===== src/rtl/riscv_v_pkg.sv =====
// Shared vector-CSR types: CSR select encoding, arbiter pointer and
// the select-to-enable conversion used by the write arbiter.
package riscv_v_pkg;

    localparam int RISCV_V_NUM_CSR = 6;

    typedef enum logic [2:0] {
        CSR_VSSTATUS = 3'd0,
        CSR_VTYPE    = 3'd1,
        CSR_VL       = 3'd2,
        CSR_VSTART   = 3'd3,
        CSR_VXRM     = 3'd4,
        CSR_VXSAT    = 3'd5
    } riscv_v_csr_sel_t;

    // Round-robin pointer: names the requester that wins the next collision.
    typedef enum logic {
        PTR_EXT = 1'b0,
        PTR_VEC = 1'b1
    } rr_ptr_t;

    // Encodings 6 and 7 name no CSR.
    function automatic logic csr_sel_legal(riscv_v_csr_sel_t sel);
        return (sel <= CSR_VXSAT);
    endfunction

    // One-hot write enable; an illegal select yields no enable at all.
    function automatic logic [RISCV_V_NUM_CSR-1:0] csr_onehot(riscv_v_csr_sel_t sel);
        logic [RISCV_V_NUM_CSR-1:0] oh;
        oh = '0;
        if (csr_sel_legal(sel)) begin
            oh[sel] = 1'b1;
        end
        return oh;
    endfunction

endpackage


===== src/rtl/riscv_v_csr_wr_arb_if.sv =====
// Requester-side CSR write handshake (valid/ready with select and data).
interface riscv_v_csr_wr_arb_if
    import riscv_v_pkg::*;
#(
    parameter int DATA_W = 32
);
    logic                req_valid;
    logic                req_ready;
    riscv_v_csr_sel_t    req_sel;
    logic [DATA_W-1:0]   req_data;

    modport master (output req_valid, req_sel, req_data, input req_ready);
    modport slave  (input req_valid, req_sel, req_data, output req_ready);
endinterface


===== src/rtl/riscv_v_csr_req_buf.sv =====
// One-entry pending register for a single CSR write requester. It can
// refill on the same edge its current entry is granted, so a requester
// sees back-to-back acceptance while the arbiter keeps up.
module riscv_v_csr_req_buf
    import riscv_v_pkg::*;
#(
    parameter int DATA_W = 32
) (
    input  logic              clk,
    input  logic              rst,
    input  logic              flush,
    input  logic              grant,
    input  logic              req_valid,
    input  riscv_v_csr_sel_t  req_sel,
    input  logic [DATA_W-1:0] req_data,
    output logic              req_ready,
    output logic              pend_vld,
    output riscv_v_csr_sel_t  pend_sel,
    output logic [DATA_W-1:0] pend_data
);
    logic              pend_vld_d, pend_vld_q;
    riscv_v_csr_sel_t  pend_sel_d, pend_sel_q;
    logic [DATA_W-1:0] pend_data_d, pend_data_q;
    logic              accept;

    // Ready/accept and next entry state; flush beats both accept and grant.
    always_comb begin
        req_ready   = ~flush & (~pend_vld_q | grant);
        accept      = req_valid & req_ready;
        pend_vld_d  = pend_vld_q;
        pend_sel_d  = pend_sel_q;
        pend_data_d = pend_data_q;
        if (flush) begin
            pend_vld_d = 1'b0;
        end else if (accept) begin
            pend_vld_d  = 1'b1;
            pend_sel_d  = req_sel;
            pend_data_d = req_data;
        end else if (grant) begin
            pend_vld_d = 1'b0;
        end
    end

    // Entry valid is the only control state here; it alone needs reset.
    always_ff @(posedge clk or negedge rst) begin
        if (!rst) begin
            pend_vld_q <= 1'b0;
        end else begin
            pend_vld_q <= pend_vld_d;
        end
    end

    // Entry payload is plain datapath, qualified by pend_vld_q.
    always_ff @(posedge clk) begin
        pend_sel_q  <= pend_sel_d;
        pend_data_q <= pend_data_d;
    end

    assign pend_vld  = pend_vld_q;
    assign pend_sel  = pend_sel_q;
    assign pend_data = pend_data_q;

endmodule


===== src/rtl/riscv_v_csr_wr_arb.sv =====
// Arbitrates CSR writes from the scalar core (ext) and the vector unit
// (vec) onto a single one-hot registered CSR write port. Collisions are
// resolved round-robin; illegal selects are consumed and flagged.
module riscv_v_csr_wr_arb
    import riscv_v_pkg::*;
#(
    parameter int DATA_W = 32
) (
    input  logic                       clk,
    input  logic                       rst,
    input  logic                       stall,
    input  logic                       flush,
    riscv_v_csr_wr_arb_if.slave        ext,
    riscv_v_csr_wr_arb_if.slave        vec,
    output logic [RISCV_V_NUM_CSR-1:0] csr_wr_en,
    output logic [DATA_W-1:0]          csr_wr_data,
    output logic                       err_illegal_sel,
    output logic                       busy
);
    logic              ext_pend_vld, vec_pend_vld;
    riscv_v_csr_sel_t  ext_pend_sel, vec_pend_sel;
    logic [DATA_W-1:0] ext_pend_data, vec_pend_data;
    logic              grant_ext, grant_vec, grant_any, both_pend;
    riscv_v_csr_sel_t  win_sel;
    logic [DATA_W-1:0] win_data;

    rr_ptr_t                    rr_ptr_d, rr_ptr_q;
    logic [RISCV_V_NUM_CSR-1:0] csr_wr_en_d, csr_wr_en_q;
    logic [DATA_W-1:0]          csr_wr_data_d, csr_wr_data_q;
    logic                       err_d, err_q;

    riscv_v_csr_req_buf #(.DATA_W(DATA_W)) u_ext_buf (
        .clk       (clk),
        .rst       (rst),
        .flush     (flush),
        .grant     (grant_ext),
        .req_valid (ext.req_valid),
        .req_sel   (ext.req_sel),
        .req_data  (ext.req_data),
        .req_ready (ext.req_ready),
        .pend_vld  (ext_pend_vld),
        .pend_sel  (ext_pend_sel),
        .pend_data (ext_pend_data)
    );

    riscv_v_csr_req_buf #(.DATA_W(DATA_W)) u_vec_buf (
        .clk       (clk),
        .rst       (rst),
        .flush     (flush),
        .grant     (grant_vec),
        .req_valid (vec.req_valid),
        .req_sel   (vec.req_sel),
        .req_data  (vec.req_data),
        .req_ready (vec.req_ready),
        .pend_vld  (vec_pend_vld),
        .pend_sel  (vec_pend_sel),
        .pend_data (vec_pend_data)
    );

    // Grant selection: a lone entry always wins; on a collision the pointer
    // picks the winner and then moves to the loser. No grants while frozen.
    always_comb begin
        both_pend = ext_pend_vld & vec_pend_vld;
        grant_ext = ~stall & ~flush & ext_pend_vld & (~vec_pend_vld | (rr_ptr_q == PTR_EXT));
        grant_vec = ~stall & ~flush & vec_pend_vld & (~ext_pend_vld | (rr_ptr_q == PTR_VEC));
        grant_any = grant_ext | grant_vec;
        win_sel   = grant_vec ? vec_pend_sel  : ext_pend_sel;
        win_data  = grant_vec ? vec_pend_data : ext_pend_data;
        rr_ptr_d  = rr_ptr_q;
        if (both_pend && grant_ext) begin
            rr_ptr_d = PTR_VEC;
        end else if (both_pend && grant_vec) begin
            rr_ptr_d = PTR_EXT;
        end
    end

    // Output stage: enable and error are single-cycle strobes of the grant.
    always_comb begin
        csr_wr_en_d   = '0;
        err_d         = 1'b0;
        csr_wr_data_d = csr_wr_data_q;
        if (grant_any) begin
            csr_wr_data_d = win_data;
            if (csr_sel_legal(win_sel)) begin
                csr_wr_en_d = csr_onehot(win_sel);
            end else begin
                err_d = 1'b1;
            end
        end
    end

    // Control state: pointer, enable and error strobe.
    always_ff @(posedge clk or negedge rst) begin
        if (!rst) begin
            rr_ptr_q    <= PTR_EXT;
            csr_wr_en_q <= '0;
            err_q       <= 1'b0;
        end else begin
            rr_ptr_q    <= rr_ptr_d;
            csr_wr_en_q <= csr_wr_en_d;
            err_q       <= err_d;
        end
    end

    // Write data is only meaningful alongside an enable, so it is not reset.
    always_ff @(posedge clk) begin
        csr_wr_data_q <= csr_wr_data_d;
    end

    assign csr_wr_en       = csr_wr_en_q;
    assign csr_wr_data     = csr_wr_data_q;
    assign err_illegal_sel = err_q;
    assign busy            = ext_pend_vld | vec_pend_vld | (|csr_wr_en_q);

endmodule


===== src/flat_wrapper.sv =====
// flat-port wrapper written by rule: the top's interface ports become plain ports
module riscv_v_csr_wr_arb_flat import riscv_v_pkg::*;
#(
    parameter int DATA_W = 32
)
  (clk, rst, stall, flush, csr_wr_en, csr_wr_data, err_illegal_sel, busy, ext_req_valid, ext_req_sel, ext_req_data, ext_req_ready, vec_req_valid, vec_req_sel, vec_req_data, vec_req_ready);
  riscv_v_csr_wr_arb_if #(.DATA_W(DATA_W)) ext_i ();
  riscv_v_csr_wr_arb_if #(.DATA_W(DATA_W)) vec_i ();
  input  logic clk;
  input  logic rst;
  input  logic stall;
  input  logic flush;
  output logic [RISCV_V_NUM_CSR-1:0] csr_wr_en;
  output logic [DATA_W-1:0] csr_wr_data;
  output logic err_illegal_sel;
  output logic busy;
  input wire logic [$bits(ext_i.req_valid)-1:0] ext_req_valid;
  input wire logic [$bits(ext_i.req_sel)-1:0] ext_req_sel;
  input wire logic [$bits(ext_i.req_data)-1:0] ext_req_data;
  output wire logic [$bits(ext_i.req_ready)-1:0] ext_req_ready;
  input wire logic [$bits(vec_i.req_valid)-1:0] vec_req_valid;
  input wire logic [$bits(vec_i.req_sel)-1:0] vec_req_sel;
  input wire logic [$bits(vec_i.req_data)-1:0] vec_req_data;
  output wire logic [$bits(vec_i.req_ready)-1:0] vec_req_ready;
  assign ext_i.req_valid = ext_req_valid;
  assign ext_i.req_sel = ext_req_sel;
  assign ext_i.req_data = ext_req_data;
  assign ext_req_ready = ext_i.req_ready;
  assign vec_i.req_valid = vec_req_valid;
  assign vec_i.req_sel = vec_req_sel;
  assign vec_i.req_data = vec_req_data;
  assign vec_req_ready = vec_i.req_ready;
  riscv_v_csr_wr_arb #(.DATA_W(DATA_W)) u_core (.clk(clk), .rst(rst), .stall(stall), .flush(flush), .ext(ext_i), .vec(vec_i), .csr_wr_en(csr_wr_en), .csr_wr_data(csr_wr_data), .err_illegal_sel(err_illegal_sel), .busy(busy));
endmodule

===== config.mk =====
export PLATFORM = sky130hd
export DESIGN_NAME = riscv_v_csr_wr_arb_flat
export DESIGN_NICKNAME = d
export VERILOG_FILES = /design/src/rtl/riscv_v_pkg.sv /design/src/rtl/riscv_v_csr_wr_arb_if.sv /design/src/rtl/riscv_v_csr_req_buf.sv /design/src/rtl/riscv_v_csr_wr_arb.sv /design/src/flat_wrapper.sv
export SDC_FILE = /design/constraint.sdc
export NUM_CORES = 1
export LEC_CHECK = 0
export CAP_MARGIN = 40
export CELL_PAD_IN_SITES_DETAIL_PLACEMENT = 2
export CELL_PAD_IN_SITES_GLOBAL_PLACEMENT = 2
export CORE_AREA = 2 2 120 122
export CTS_BUF_LIST = sky130_fd_sc_hd__clkbuf_16
export CTS_CLUSTER_DIAMETER = 200
export DETAILED_ROUTE_END_ITERATION = 10
export DIE_AREA = 0 0 122 124
export PLACE_DENSITY_LB_ADDON = 0.1
export SYNTH_ARGS = -nofsm -noshare
export SYNTH_HDL_FRONTEND = slang
export SYNTH_SLANG_ARGS = --single-unit

===== constraint.sdc =====
create_clock -name clk -period 3.8 [get_ports clk]
set_clock_uncertainty 0.05 [all_clocks]
set_input_delay 0.95 -clock clk [delete_from_list [all_inputs] [get_ports clk]]
set_output_delay 0.95 -clock clk [all_outputs]
set_load 0.01 [all_outputs]

==> impl_metrics.tcl <==
set metrics [dict create \
    drv_slew 0 \
    timing.rr.start "u_core.u_ext_buf.pend_vld" \
    power.leakage_uw 0.001979 \
    coreArea_um2 13720 \
    setup_viol_count_final 0 \
    r2r_slack_ps 1510 \
    gp_congestion 0.7063 \
    placementRows 43 \
    crit_path_cell_trace "clkdlybuf4s50_1 -> nor2_2 -> nand3_4 -> a21oi_1 -> clkdlybuf4s50_1" \
    grt_overflow 0 \
    cp_max_fo 2 \
    path_depth 5 \
    antennaDiodeCount 0 \
    vias 2263 \
    clk_latency_ps 340 \
    final_common_cell "clkdlybuf4s50_1" \
    hold_class "reg2reg" \
    cp-end-kind "primary output" \
    fin_nets 403 \
    synth_area_leaders "edfxtp_1 75%, mux2_1 8.8%, dfrtp_1 6.1%, o41ai_2 1.6%, nand4_1 1.1%" \
    crit_family "buffers and inverters" \
    maxCapViolations 0 \
    die_area_um2 15130 \
    powerDensity_nw_per_um2 433.1 \
    critPathBufInv 2 \
    wire_per_inst_um 17.90 \
    tns_ps 0 \
    cts_htree_levels 3 \
    synth_nets 277 \
    synth_largest_area_cell "edfxtp_1" \
    drt_iter0_drc 82 \
    clk_pin_slew_worst_paths_ps 70 \
    cts.sinks 112 \
    root_buffer "clkbuf_16" \
    synthDistinctLibCells 32 \
    cts_setup_buffers 0 \
    crit_path_max_incr_delay_ps 560 \
    cts_tree "built" \
    cts_buffer_depth 2 \
    synth_seq_cells 112 \
    ant_nets 0 \
    nFillCells 1336 \
    dr.pass1.iters 4 \
    synth_area_um2 4081 \
    holdPathEnd "u_core.csr_wr_data[29]" \
    drc 0 \
    grt_pass1_wl_mm 13.79 \
    worstMarginPinSlew_ps 660.7 \
    yosysTopAreaCellShare 0.7505 \
    drt-vias-per-instance 4.420 \
    post_cts_resized 0 \
    antenna_found_initial 0 \
    layout_common_cells "117 x clkdlybuf4s50_1, 102 x edfxtp_1, 32 x mux2_1" \
    seq_area_frac_synth 0.8118 \
    crit_slowest_cell "clkdlybuf4s50_1" \
    hold_viol_final 0 \
    fin_total_pwr_uw 2497 \
    fmax_mhz 291.7 \
    hold_start "u_core.u_vec_buf.pend_data[29]" \
    yosysWarnings 0 \
    r2r_cells 5 \
    crit_arrival_ps 2430 \
    grt.total_usage 0.1278 \
    synthCells 201 \
    crit_start "flush" \
    timing.critical_path.mode_cell "clkdlybuf4s50_1" \
    crit_type "in2out" \
    numCtsBuffers 9 \
    synth-edff-count 102 \
    synthArstFlopShare 0.08929 \
    min_period_over_period 0.9022 \
    min_period_ps 3428 \
    synth_flop_cell "edfxtp_1" \
    dp_hpwl_mm 6.120 \
    start_util 0.2975 \
    r2r-end "u_core.u_vec_buf.pend_data[11]" \
    port_buffers 117 \
    pin_count 118 \
    cts_hold_buffers 0 \
    drt_wl_total_mm 9.166 \
    drive_above_1_share 0.08133 \
    rsz0062_at_grt "false" \
    grt_pass1_vias 2483 \
    ir_worst_vdd_mv 0.2472 \
    slew_headroom 0.5595 \
    syn_avg_cell_area_um2 20.31 \
    area_delta_synth_final_pct 41.29 \
    start_kind "input port" \
    die_height_um 124 \
    worstPathRequired_ps 2800 \
    outcome "finished clean" \
    die_w_um 122 \
    holdPathStages 1 \
    grt_max_degree 36 \
]
==> worst max-delay path by stage <==
stage / endpoint / slack, ps
2_1_floorplan: u_core.u_vec_buf.pend_data[0] / 360
3_3_place_gp: vec_req_ready / 420
3_5_place_dp: vec_req_ready / 380
4_1_cts: vec_req_ready / 370
5_1_grt: vec_req_ready / 310
6_report: vec_req_ready / 370
==> sequential cells by signal, summed over array words and instances, names as in the netlist <==
| name | flops |
|---|---|
| u_core.u_ext_buf.pend_sel | 3 |
| u_core.u_ext_buf.pend_vld | 1 |
| u_core.rr_ptr_q | 1 |
| u_core.u_vec_buf.pend_vld | 1 |
| u_core.u_ext_buf.pend_data | 32 |
| u_core.err_illegal_sel | 1 |
| u_core.csr_wr_en | 6 |
| u_core.csr_wr_data | 32 |
| u_core.u_vec_buf.pend_sel | 3 |
| u_core.u_vec_buf.pend_data | 32 |
==> layer usage <==
| metal | up-vias | track usage | wire [um] |
|---|---|---|---|
| met5 | - | 0 | 0 |
| met4 | 0 | 0.06681 | 195 |
| met3 | 12 | 0.04075 | 580 |
| met2 | 71 | 0.2193 | 4685 |
| met1 | 1136 | 0.1426 | 3705 |
| li1 | 1044 | - | - |
==> cell type report <==
type                       count  area, um^2  share of cell area
multi-input combinational     77       709.4              0.1230
clock buffer                   9       225.2             0.03905
inverter                       4       15.01            0.002604
sequential                   112        3313              0.5745
timing repair buffer         123        1241              0.2152
tap                          180       225.2             0.03905
clock inverter                 7       37.54            0.006509
==> logic make-up after synthesis <==
group | Yosys count | synth area share
DFF | 112 | 0.8118
AOI/OAI and AO/OA | 16 | 0.03433
buffers and inverters | 12 | 0.01778
and+or+nand+nor | 28 | 0.04568
xor gates and xnor gates | 1 | 0.002146
muxes | 32 | 0.08829
==> report_power, final <==
part,switching (uW),internal (uW)
logic,84.5,122
registers,27.0,1400
clock network,421,439
total,532,1970
==> Yosys cell counts (all sizes together) (2+ instances only) <==
library cell,instances
a21oi,4
and2,2
and3,2
and3b,2
buf,6
clkbuf,2
dfrtp,10
edfxtp,102
inv,4
mux2,32
nand2,2
nand2b,2
nand4,7
nor2,2
nor3b,3
nor4,2
o21ai,2
o31ai,3
o41ai,4
==> metrics by stage <==
step | setup slack, ps | instance area [um^2] | utilization | hold WS (ps) | instances
6_report | 371.8 | 5767 | 0.4203 | 475.5 | 512
5_1_grt | 311.1 | 5767 | 0.4203 | 496.1 | 512
4_1_cts | 366.2 | 5767 | 0.4203 | 482.1 | 512
3_5_place_dp | 375.2 | 5504 | 0.4012 | 465.3 | 496
3_3_place_gp | 417.3 | 5504 | 0.4012 | 454.4 | 496
2_1_floorplan | 364.8 | 4086 | - | 426.0 | 201
==> worst register-to-register path: stages (launching register included) <==
cell      delay, ps
dfrtp_1         490
nand2b_1        360
nand3_4         110
buf_4           330
a211oi_4        350
buf_12          270
No activity file was read; power rests on OpenSTA's default activity.
